### src/rtl/hdr_bit_packer_if.sv
// hdr_bit_packer_if: header field input stream and AXI-Stream byte-beat output of the J2K header packer
interface hdr_bit_packer_if #(
  parameter int DATA_W    = 128,
  parameter int IN_W      = 32,
  parameter int BIT_CNT_W = 6
);
  localparam int KEEP_W = DATA_W / 8;
  logic                 s_hdr_valid;
  logic                 s_hdr_last;
  logic [1:0]           s_hdr_mode;
  logic [BIT_CNT_W-1:0] s_hdr_cnt;
  logic [IN_W-1:0]      s_hdr_data;
  logic                 s_hdr_ready;
  logic                 m_axis_hdr_tx_valid;
  logic                 m_axis_hdr_tx_last;
  logic [DATA_W-1:0]    m_axis_hdr_tx_data;
  logic [KEEP_W-1:0]    m_axis_hdr_tx_keep;
  logic                 m_axis_hdr_tx_ready;
  modport master (
    output s_hdr_valid, s_hdr_last, s_hdr_mode, s_hdr_cnt, s_hdr_data, m_axis_hdr_tx_ready,
    input  s_hdr_ready, m_axis_hdr_tx_valid, m_axis_hdr_tx_last, m_axis_hdr_tx_data, m_axis_hdr_tx_keep
  );
  modport slave (
    input  s_hdr_valid, s_hdr_last, s_hdr_mode, s_hdr_cnt, s_hdr_data, m_axis_hdr_tx_ready,
    output s_hdr_ready, m_axis_hdr_tx_valid, m_axis_hdr_tx_last, m_axis_hdr_tx_data, m_axis_hdr_tx_keep
  );
endinterface

### src/rtl/hdr_bit_packer.sv
// hdr_bit_packer: packs MSB-first header fields and runs into J2K bit-stuffed bytes grouped into AXIS beats
module hdr_bit_packer #(
  parameter int DATA_W     = 128,
  parameter int IN_W       = 32,
  parameter int BIT_CNT_W  = 6,
  parameter bit STUFF_EN   = 1'b1,
  parameter bit TERM_FF_EN = 1'b1
) (
  input  logic            clk,
  input  logic            rst,
  hdr_bit_packer_if.slave bus,
  output logic            cnt_err
);
  localparam int KEEP_W = DATA_W / 8;
  localparam int LANE_W = $clog2(KEEP_W + 1);
  typedef enum logic [1:0] {IDLE, PACK, FLUSH, TERM} state_t;
  state_t               state, state_nx;
  logic                 live, lst, ff;
  logic [1:0]           md;
  logic [BIT_CNT_W-1:0] left, cnt_eff;
  logic [IN_W-1:0]      dat;
  logic [7:0]           acc, acc_nx, chunk, mask, st_byte;
  logic [3:0]           fill, room, n;
  logic                 in_data, accept, out_free, buf_full, full, partial;
  logic                 st_req, st_ok, fin, fin_ok, go;
  logic [DATA_W-1:0]    wbuf, out_data;
  logic [LANE_W-1:0]    wcnt;
  logic [KEEP_W:0]      fin_keep;
  logic                 out_valid, out_last;
  logic [KEEP_W-1:0]    out_keep;
  assign bus.s_hdr_ready         = live && state == IDLE;
  assign bus.m_axis_hdr_tx_valid = out_valid;
  assign bus.m_axis_hdr_tx_last  = out_last;
  assign bus.m_axis_hdr_tx_data  = out_data;
  assign bus.m_axis_hdr_tx_keep  = out_keep;
  // fill counts occupied bit slots; a byte after 0xFF starts at 1 with its MSB held at 0
  always_comb begin
    in_data  = bus.s_hdr_mode[0] == bus.s_hdr_mode[1];
    cnt_eff  = (in_data && bus.s_hdr_cnt > BIT_CNT_W'(IN_W)) ? BIT_CNT_W'(IN_W) : bus.s_hdr_cnt;
    accept   = live && state == IDLE && bus.s_hdr_valid;
    out_free = !out_valid || bus.m_axis_hdr_tx_ready;
    buf_full = wcnt == LANE_W'(KEEP_W);
    room     = 4'd8 - fill;
    n        = state != PACK ? 4'd0 : (left < BIT_CNT_W'(room)) ? 4'(left) : room;
    mask     = 8'hFF >> (4'd8 - n);
    chunk    = md == 2'b01 ? 8'h00 : md == 2'b10 ? mask : 8'(dat >> (left - BIT_CNT_W'(n))) & mask;
    acc_nx   = acc | (chunk << (4'd8 - fill - n));
    full     = fill + n == 4'd8;
    partial  = fill != {3'd0, STUFF_EN && ff};
    fin      = state == FLUSH && !partial && !(TERM_FF_EN && ff);
    st_req   = (state == PACK && full) || (state == FLUSH && partial) || state == TERM;
    st_byte  = state == PACK ? acc_nx : state == FLUSH ? acc : 8'h00;
    st_ok    = !buf_full || out_free;
    fin_ok   = wcnt == '0 || out_free;
    go       = st_req ? st_ok : fin ? fin_ok : 1'b1;
    fin_keep = ({{KEEP_W{1'b0}}, 1'b1} << wcnt) - (KEEP_W + 1)'(1);
    state_nx = state;
    case (state)
      IDLE:    state_nx = !accept ? IDLE : cnt_eff != '0 ? PACK : bus.s_hdr_last ? FLUSH : IDLE;
      PACK:    state_nx = !(go && left == BIT_CNT_W'(n)) ? PACK : lst ? FLUSH : IDLE;
      FLUSH:   state_nx = partial ? FLUSH : (TERM_FF_EN && ff) ? TERM : fin_ok ? IDLE : FLUSH;
      default: state_nx = st_ok ? FLUSH : TERM;
    endcase
  end
  always_ff @(posedge clk or posedge rst)
    if (rst) state <= IDLE;
    else state <= state_nx;
  // a full word is only pushed out when another byte needs its lanes, so a
  // header ending exactly on a word boundary leaves that word for the last beat
  always_ff @(posedge clk or posedge rst) begin
    if (rst) begin
      live      <= 1'b0;
      lst       <= 1'b0;
      md        <= '0;
      left      <= '0;
      dat       <= '0;
      acc       <= '0;
      fill      <= '0;
      ff        <= 1'b0;
      wbuf      <= '0;
      wcnt      <= '0;
      out_valid <= 1'b0;
      out_last  <= 1'b0;
      out_keep  <= '0;
      out_data  <= '0;
      cnt_err   <= 1'b0;
    end else begin
      live <= 1'b1;
      if (out_valid && bus.m_axis_hdr_tx_ready) out_valid <= 1'b0;
      if (accept) begin
        md      <= bus.s_hdr_mode;
        left    <= cnt_eff;
        dat     <= bus.s_hdr_data;
        lst     <= bus.s_hdr_last;
        cnt_err <= cnt_err || cnt_eff != bus.s_hdr_cnt;
      end
      if (state == PACK && go) begin
        left <= left - BIT_CNT_W'(n);
        acc  <= acc_nx;
        fill <= fill + n;
      end
      if (st_req && st_ok) begin
        acc  <= '0;
        fill <= {3'd0, STUFF_EN && st_byte == 8'hFF};
        ff   <= st_byte == 8'hFF;
        if (buf_full) begin
          out_valid <= 1'b1;
          out_last  <= 1'b0;
          out_keep  <= '1;
          out_data  <= wbuf;
          wbuf      <= {{(DATA_W-8){1'b0}}, st_byte};
          wcnt      <= LANE_W'(1);
        end else begin
          wbuf[8*wcnt +: 8] <= st_byte;
          wcnt              <= wcnt + LANE_W'(1);
        end
      end
      if (fin && fin_ok) begin
        if (wcnt != '0) begin
          out_valid <= 1'b1;
          out_last  <= 1'b1;
          out_keep  <= fin_keep[KEEP_W-1:0];
          out_data  <= wbuf;
        end
        wbuf <= '0;
        wcnt <= '0;
        acc  <= '0;
        fill <= '0;
        ff   <= 1'b0;
      end
    end
  end
endmodule

### src/flat_wrapper.sv
// flat-port wrapper written by rule: the top's interface ports become plain ports
module hdr_bit_packer_flat 
#(
  parameter int DATA_W     = 128,
  parameter int IN_W       = 32,
  parameter int BIT_CNT_W  = 6,
  parameter bit STUFF_EN   = 1'b1,
  parameter bit TERM_FF_EN = 1'b1
)
  (clk, rst, cnt_err, bus_s_hdr_valid, bus_s_hdr_last, bus_s_hdr_mode, bus_s_hdr_cnt, bus_s_hdr_data, bus_m_axis_hdr_tx_ready, bus_s_hdr_ready, bus_m_axis_hdr_tx_valid, bus_m_axis_hdr_tx_last, bus_m_axis_hdr_tx_data, bus_m_axis_hdr_tx_keep);
  hdr_bit_packer_if #(.DATA_W(DATA_W), .IN_W(IN_W), .BIT_CNT_W(BIT_CNT_W)) bus_i ();
  input  logic clk;
  input  logic rst;
  output logic cnt_err;
  input wire logic [$bits(bus_i.s_hdr_valid)-1:0] bus_s_hdr_valid;
  input wire logic [$bits(bus_i.s_hdr_last)-1:0] bus_s_hdr_last;
  input wire logic [$bits(bus_i.s_hdr_mode)-1:0] bus_s_hdr_mode;
  input wire logic [$bits(bus_i.s_hdr_cnt)-1:0] bus_s_hdr_cnt;
  input wire logic [$bits(bus_i.s_hdr_data)-1:0] bus_s_hdr_data;
  input wire logic [$bits(bus_i.m_axis_hdr_tx_ready)-1:0] bus_m_axis_hdr_tx_ready;
  output wire logic [$bits(bus_i.s_hdr_ready)-1:0] bus_s_hdr_ready;
  output wire logic [$bits(bus_i.m_axis_hdr_tx_valid)-1:0] bus_m_axis_hdr_tx_valid;
  output wire logic [$bits(bus_i.m_axis_hdr_tx_last)-1:0] bus_m_axis_hdr_tx_last;
  output wire logic [$bits(bus_i.m_axis_hdr_tx_data)-1:0] bus_m_axis_hdr_tx_data;
  output wire logic [$bits(bus_i.m_axis_hdr_tx_keep)-1:0] bus_m_axis_hdr_tx_keep;
  assign bus_i.s_hdr_valid = bus_s_hdr_valid;
  assign bus_i.s_hdr_last = bus_s_hdr_last;
  assign bus_i.s_hdr_mode = bus_s_hdr_mode;
  assign bus_i.s_hdr_cnt = bus_s_hdr_cnt;
  assign bus_i.s_hdr_data = bus_s_hdr_data;
  assign bus_i.m_axis_hdr_tx_ready = bus_m_axis_hdr_tx_ready;
  assign bus_s_hdr_ready = bus_i.s_hdr_ready;
  assign bus_m_axis_hdr_tx_valid = bus_i.m_axis_hdr_tx_valid;
  assign bus_m_axis_hdr_tx_last = bus_i.m_axis_hdr_tx_last;
  assign bus_m_axis_hdr_tx_data = bus_i.m_axis_hdr_tx_data;
  assign bus_m_axis_hdr_tx_keep = bus_i.m_axis_hdr_tx_keep;
  hdr_bit_packer #(.DATA_W(DATA_W), .IN_W(IN_W), .BIT_CNT_W(BIT_CNT_W), .STUFF_EN(STUFF_EN), .TERM_FF_EN(TERM_FF_EN)) u_core (.clk(clk), .rst(rst), .bus(bus_i), .cnt_err(cnt_err));
endmodule
### config.mk
export PLATFORM = sky130hd
export DESIGN_NAME = hdr_bit_packer_flat
export DESIGN_NICKNAME = d
export VERILOG_FILES = /design/src/rtl/hdr_bit_packer_if.sv /design/src/rtl/hdr_bit_packer.sv /design/src/flat_wrapper.sv
export SDC_FILE = /design/constraint.sdc
export NUM_CORES = 1
export LEC_CHECK = 0
export ABC_CLOCK_PERIOD_IN_PS = 16600
export CAP_MARGIN = 20
export CORE_MARGIN = 2
export CORE_UTILIZATION = 45
export DETAILED_ROUTE_END_ITERATION = 6
export HOLD_SLACK_MARGIN = 0.1
export PLACE_DENSITY = 0.67
export SLEW_MARGIN = 20
export SYNTH_ARGS = -nofsm -noshare
export SYNTH_HDL_FRONTEND = slang
export SYNTH_SLANG_ARGS = --single-unit
export TNS_END_PERCENT = 20
### constraint.sdc
create_clock -name clk -period 16.6 [get_ports clk]
set_input_delay 4.98 -clock clk [delete_from_list [all_inputs] [get_ports clk]]
set_output_delay 4.98 -clock clk [all_outputs]
set_load 0.1 [all_outputs]
Yosys cells after proc, flatten, opt, wreduce, memory -nomap -nowiden

Cells that the tools add are included.

Output and inout bits: 148
Bits of input ports: 45
Logic and storage cells: 129
Register bits: 337

Multiplexer cells: 53
Bitwise gates (word level): 2
$add $sub $neg: 8
Shift-type cells: 6
Magnitude comparators: 2
Equality and inequality tests: 13
Reductions and logical operators: 29

Operators with widths:

| kind                                                                      | count |
|---|---|
| 128-bit two-way mux                                                       | 7 |
| 128-bit bitwise mux                                                       | 1 |
| 8-bit by 34-bit variable shift with 128-bit output (first input constant) | 1 |
| 8-bit by 34-bit indexed part select with 128-bit output                   | 1 |
| 16-bit two-way mux                                                        | 4 |
| 8-bit two-way mux                                                         | 7 |
| 8-bit negation with 34-bit output                                         | 1 |
| 32-bit by 6-bit >> shifter with 8-bit output                              | 1 |
| 4-bit two-way mux                                                         | 5 |
| 6-bit two-way mux                                                         | 3 |
| 2-bit two-way mux                                                         | 8 |
| 1-bit by 5-bit left shift with 16-bit output (first input constant)       | 1 |
| 16-bit by 1-bit subtractor with 16-bit output (second input constant)     | 1 |
| 5-bit two-way mux                                                         | 3 |
| 1-bit two-way mux                                                         | 14 |
| 1-bit logical AND                                                         | 12 |
| 8-bit AND                                                                 | 1 |
| 8-bit == test (second input constant)                                     | 1 |
| 8-bit OR                                                                  | 1 |
| 8-bit by 4-bit left shift with 8-bit output                               | 1 |
| 8-bit by 4-bit >> shifter with 8-bit output (first input constant)        | 1 |
| 4-bit subtractor (first input constant)                                   | 2 |
| 2-bit == test (second input constant)                                     | 3 |
| 6-bit by 4-bit == test with 1-bit output                                  | 1 |
| other kinds (22)                                                          | 32 |

Logic depth before layout (Yosys ltp)

Depth after elaboration: 17
Depth in mapped cells: 26
Gate-level depth less buffers: 23

Least setup slack after synthesis

OpenSTA, ideal clock, no wires.

Path kind: register -> output
From: register u_core.state[1]
To: output port bus_s_hdr_ready
Stages on the path, launching flop included: 3
Path buffers: 1
Path slack: 8.824 ns
Required time: 11.620 ns
Arrival: 2.796 ns
Cell sequence: dfrtp_1 clkbuf_1 nor3b_1

Cells in the longest elaborated chain, start to end: 2

Ends and longest elaborated chain:

| item                     | RTL line             | text |
|---|---|---|
| start: declaration       | hdr_bit_packer.sv:17 | `state_t state, state_nx;` |
| start signal: assignment | hdr_bit_packer.sv:67 | `else state <= state_nx;` |
| 2-bit logical NOT        | hdr_bit_packer.sv:31 | `assign bus.s_hdr_ready = live && state == IDLE;` |
| 1-bit logical AND        | hdr_bit_packer.sv:31 |  |
| end: declaration         | flat_wrapper.sv:21   | `output wire logic [$bits(bus_i.s_hdr_ready)-1:0] bus_s_hdr_ready;` |

Every way passes these cells.

Worst setup path in the final report

From: input port bus_m_axis_hdr_tx_ready
To: register u_core.wbuf[24]

Cells in the longest elaborated chain, start to end: 4
Elaborated cells on any way between the ends: 7
Classes of those cells: 1 x mux; 6 x reduce/logical

Ends and longest elaborated chain:

| item                                                      | RTL line                                     | text |
|---|---|---|
| start: declaration                                        | flat_wrapper.sv:20                           | `input wire logic [$bits(bus_i.m_axis_hdr_tx_ready)-1:0] bus_m_axis_hdr_tx_ready;` |
| 1-bit logical OR (*)                                      | hdr_bit_packer.sv:41                         | `out_free = !out_valid \|\| bus.m_axis_hdr_tx_ready;` |
| 1-bit logical OR, on equally long branches                | hdr_bit_packer.sv:54, hdr_bit_packer.sv:53   |  |
| 1-bit logical AND, on equally long branches               | hdr_bit_packer.sv:118, hdr_bit_packer.sv:102 |  |
| 128-bit two-way mux or 2-bit nonzero test (tied branches) | n/a                                          |  |
| end signal: assignment                                    | hdr_bit_packer.sv:111                        | `wbuf <= {{(DATA_W-8){1'b0}}, st_byte};` |
| end signal: indexed assignment                            | hdr_bit_packer.sv:114                        | `wbuf[8*wcnt +: 8] <= st_byte;` |
| end: declaration                                          | hdr_bit_packer.sv:26                         | `logic [DATA_W-1:0] wbuf, out_data;` |

Mark *: on every way between the ends. The rest lies on a longest branch, timed or not.
A chain may end at the register's enable or synchronous reset.

==> run_results.csv <==
group,metric,value,unit
outcome,status,"finished clean",
worst_setup_path,reg2reg_from,"u_core.fill[0]",
worst_setup_path,critical-path-slowest-cell,"nand2_1",
floorplanning,rows,69,
floorplanning,coreArea,0.0353,sq mm
timing,finalClockSkew,16.0,ps
synthesis,synth_top_family_by_area,"simple AND/OR/NAND/NOR gates",
timing,drv_slew,0,
layout,n_antenna_cell,0,
worst_setup_path,path_cells,"clkdlybuf4s50_1 -> nand2b_1 -> o21ai_0 -> nor2_1 -> nand2_1 -> nand2_1 -> nand2b_1 -> or3_1 -> o21ai_0",
routing,wire_per_inst,19.5,microns
timing,final_hold_viol_count,0,
clocking,clock_latency,550,ps
clocking,postCtsSetupRepairBufs,0,
clocking,clock-root-buffer,"clkbuf_16",
clocking,cts-htree-levels,2,
timing,layout_min_cycle_time,8080,ps
synthesis,synth_xor_area_frac,0.0153,
timing,relSlewSlack,0.171,
grt,grt_pass1_vias,12900,
routing,vias_per_cell,5.61,
routing,drtAntennaViolNets,0,
worst_setup_path,startpoint_type,"input pin",
worst_setup_path,critPathLaunch,"bus_m_axis_hdr_tx_ready",
hold_path,hp-class,"reg -> reg",
timing,hold_ws,459,ps
synthesis,synthAdderAreaFrac,0.0275,
timing,min_period_over_period,0.487,
synthesis,ys_ff_latch,337,
synthesis,syn_inst,1663,
grt,grt_antenna_before_repair,0,
worst_setup_path,crit_required,17060,ps
hold_path,hold_start,"u_core.bus.m_axis_hdr_tx_data[33]",
placement,dpl.hpwl,31.8,mm
synthesis,synthArstFlopShare,1.00,
worst_setup_path,crit_family,"simple AND/OR/NAND/NOR gates",
clocking,numCtsBuffers,37,
worst_setup_path,crit_type,"in -> reg",
synthesis,synth_mux_area_frac,0.0648,
routing,drt_iter0_drc,1196,
worst_setup_path,path_buf_inv,1,
layout,area_delta_synth_final,22.2,%
placement,pre_cts_slack,8030,ps
timing,setup_viol,0,
synthesis,syn_avg_cell_area,9.63,sq um
layout,nets,1906,
synthesis,syn_area,0.0160,sq mm
grt,grt_usage,0.252,
layout,fin_cells,2314,
synthesis,synth_top_area_frac,0.527,
synthesis,synth-edff-count,0,
clocking,cts_hold_buf,0,
synthesis,syn_nets,1740,
synthesis,synth_area_leaders,"dfrtp_1, nand2_1, a22o_1",
floorplanning,die_h,193,microns
worst_setup_path,slowest_delay,820,ps
synthesis,synth_top_area_cell,"dfrtp_1",
clocking,clockBufferDepth,3,
layout,drive_gt1_frac,0.0858,
worst_setup_path,cp.arrival,8540,ps
synthesis,ys.flop_type,"dfrtp_1",
timing,max_freq,124,MHz
timing,rsz0062_at_grt,"no",
floorplanning,die_area,0.0371,sq mm
grt,overflow,0,
floorplanning,start_util,0.454,
grt,grt_max_degree,119,
grt,grt_pass1_wl,72.7,mm
timing,fin_ws,8520,ps
routing,vias,13000,
floorplanning,die_width,193,microns
synthesis,synth.distinct_cells,81,
timing,worst_pin_slew,1240,ps
synthesis,synth_common_cells,"nand2_1, dfrtp_1, nor2_1, a22o_1, clkbuf_1",
clocking,cts_resized,0,
placement,gp_congestion,0.899,
routing,drcViolationCount,0,
timing,tns,0,ps
synthesis,synth-simple-area-share,0.192,
routing,finalWirelength,45.0,mm
synthesis,synth_most_common_cell,"nand2_1",
worst_setup_path,cp_max_fo,29,
synthesis,synth_warnings,0,
routing,drt_pass1_iterations,5,
synthesis,ys_seq_area_frac,0.527,
synthesis,synth_compound_area_frac,0.147,
placement,dp.cells,2250,
worst_setup_path,critPathCaptureType,"flop",
clocking,cts_tree,"built",
clocking,clock_sinks,337,
placement,port_buffers,192,
flow_run,cap_violations,0,
clocking,cts.clk_slew.worst_paths,50,ps
floorplanning,ios,193,
==> cell families (layout without fill, tap and decap cells) <==
family                   after synthesis  in the layout
AND/OR/NAND/NOR                      736            736
flip-flops                           337            337
AO/OA/AOI/OAI                        329            329
buffers and inverters                111            301
multiplexers                          91             91
adder cells (fa/ha/maj)               33             33
XOR/XNOR                              25             25
other                                  1              1
==> worst paths after layout <==
kind / cells past startpoint / to / slack (ps)
min in group asynchronous: 2 / u_core.bus.m_axis_hdr_tx_data[15] / 5010
worst min-delay path: 2 / u_core.bus.m_axis_hdr_tx_data[33] / 460
max in group asynchronous: 4 / u_core.wbuf[38] / 9160
worst max register to register: 22 / u_core.wbuf[37] / 8740
worst min register to register: 2 / u_core.bus.m_axis_hdr_tx_data[33] / 460
worst max-delay path: 9 / u_core.wbuf[24] / 8520
==> through the flow <==
step	util	area [sq um]
6_report	0.554	19600
5_1_grt	0.554	19600
4_1_cts	0.554	19600
3_5_place_dp	0.520	18300
3_3_place_gp	0.519	18300
2_1_floorplan	-	16000
==> metal layers <==
metal	GRT usage	part of all wire
met1	0.366	0.46
met3	0.0342	0.053
met5	0	0
met2	0.398	0.47
met4	0.0675	0.018
==> area by class of cell <==
class	instances	area, sq um
Inverter	29	116
Fill cell	3187	15700
Timing Repair Buffer	209	2060
Tap cell	461	577
Clock inverter	14	196
Clock buffer	49	1020
Multi-Input combinational cell	1215	7180
Sequential cell	337	8430
==> state kept, by name, indices dropped and copies added, names as in the netlist <==
signal / cells
u_core.bus.m_axis_hdr_tx_valid: 1
u_core.left: 6
u_core.bus.m_axis_hdr_tx_last: 1
u_core.bus.m_axis_hdr_tx_keep: 16
u_core.dat: 32
u_core.live: 1
u_core.state: 2
u_core.cnt_err: 1
u_core.md: 2
u_core.wbuf: 128
u_core.ff: 1
u_core.bus.m_axis_hdr_tx_data: 128
u_core.wcnt: 5
u_core.fill: 4
u_core.acc: 8
u_core.lst: 1
==> worst min-delay path: cells and delay by family (launching register included) <==
family / cells / cell delay [ps]
DFF: 1 / 340
and+or+nand+nor: 2 / 90
==> placed cells by master (no fill, tap or decap), drive strengths merged, types with 13 or more instances in the layout <==
master / count
a22o: 86
ha: 28
dfrtp: 337
xnor2: 15
a31oi: 13
nand2: 493
a21oi: 48
nor2b: 14
nand3: 23
and2: 13
inv: 32
o21ai: 88
buf: 17
nor2: 111
clkdlybuf4s50: 192
clkbuf: 49
mux2: 52
nor3: 23
mux2i: 34
Power is left out: the tool's default activity adds up to more than one toggle a clock period on the data nets, which glitch-free logic cannot reach.
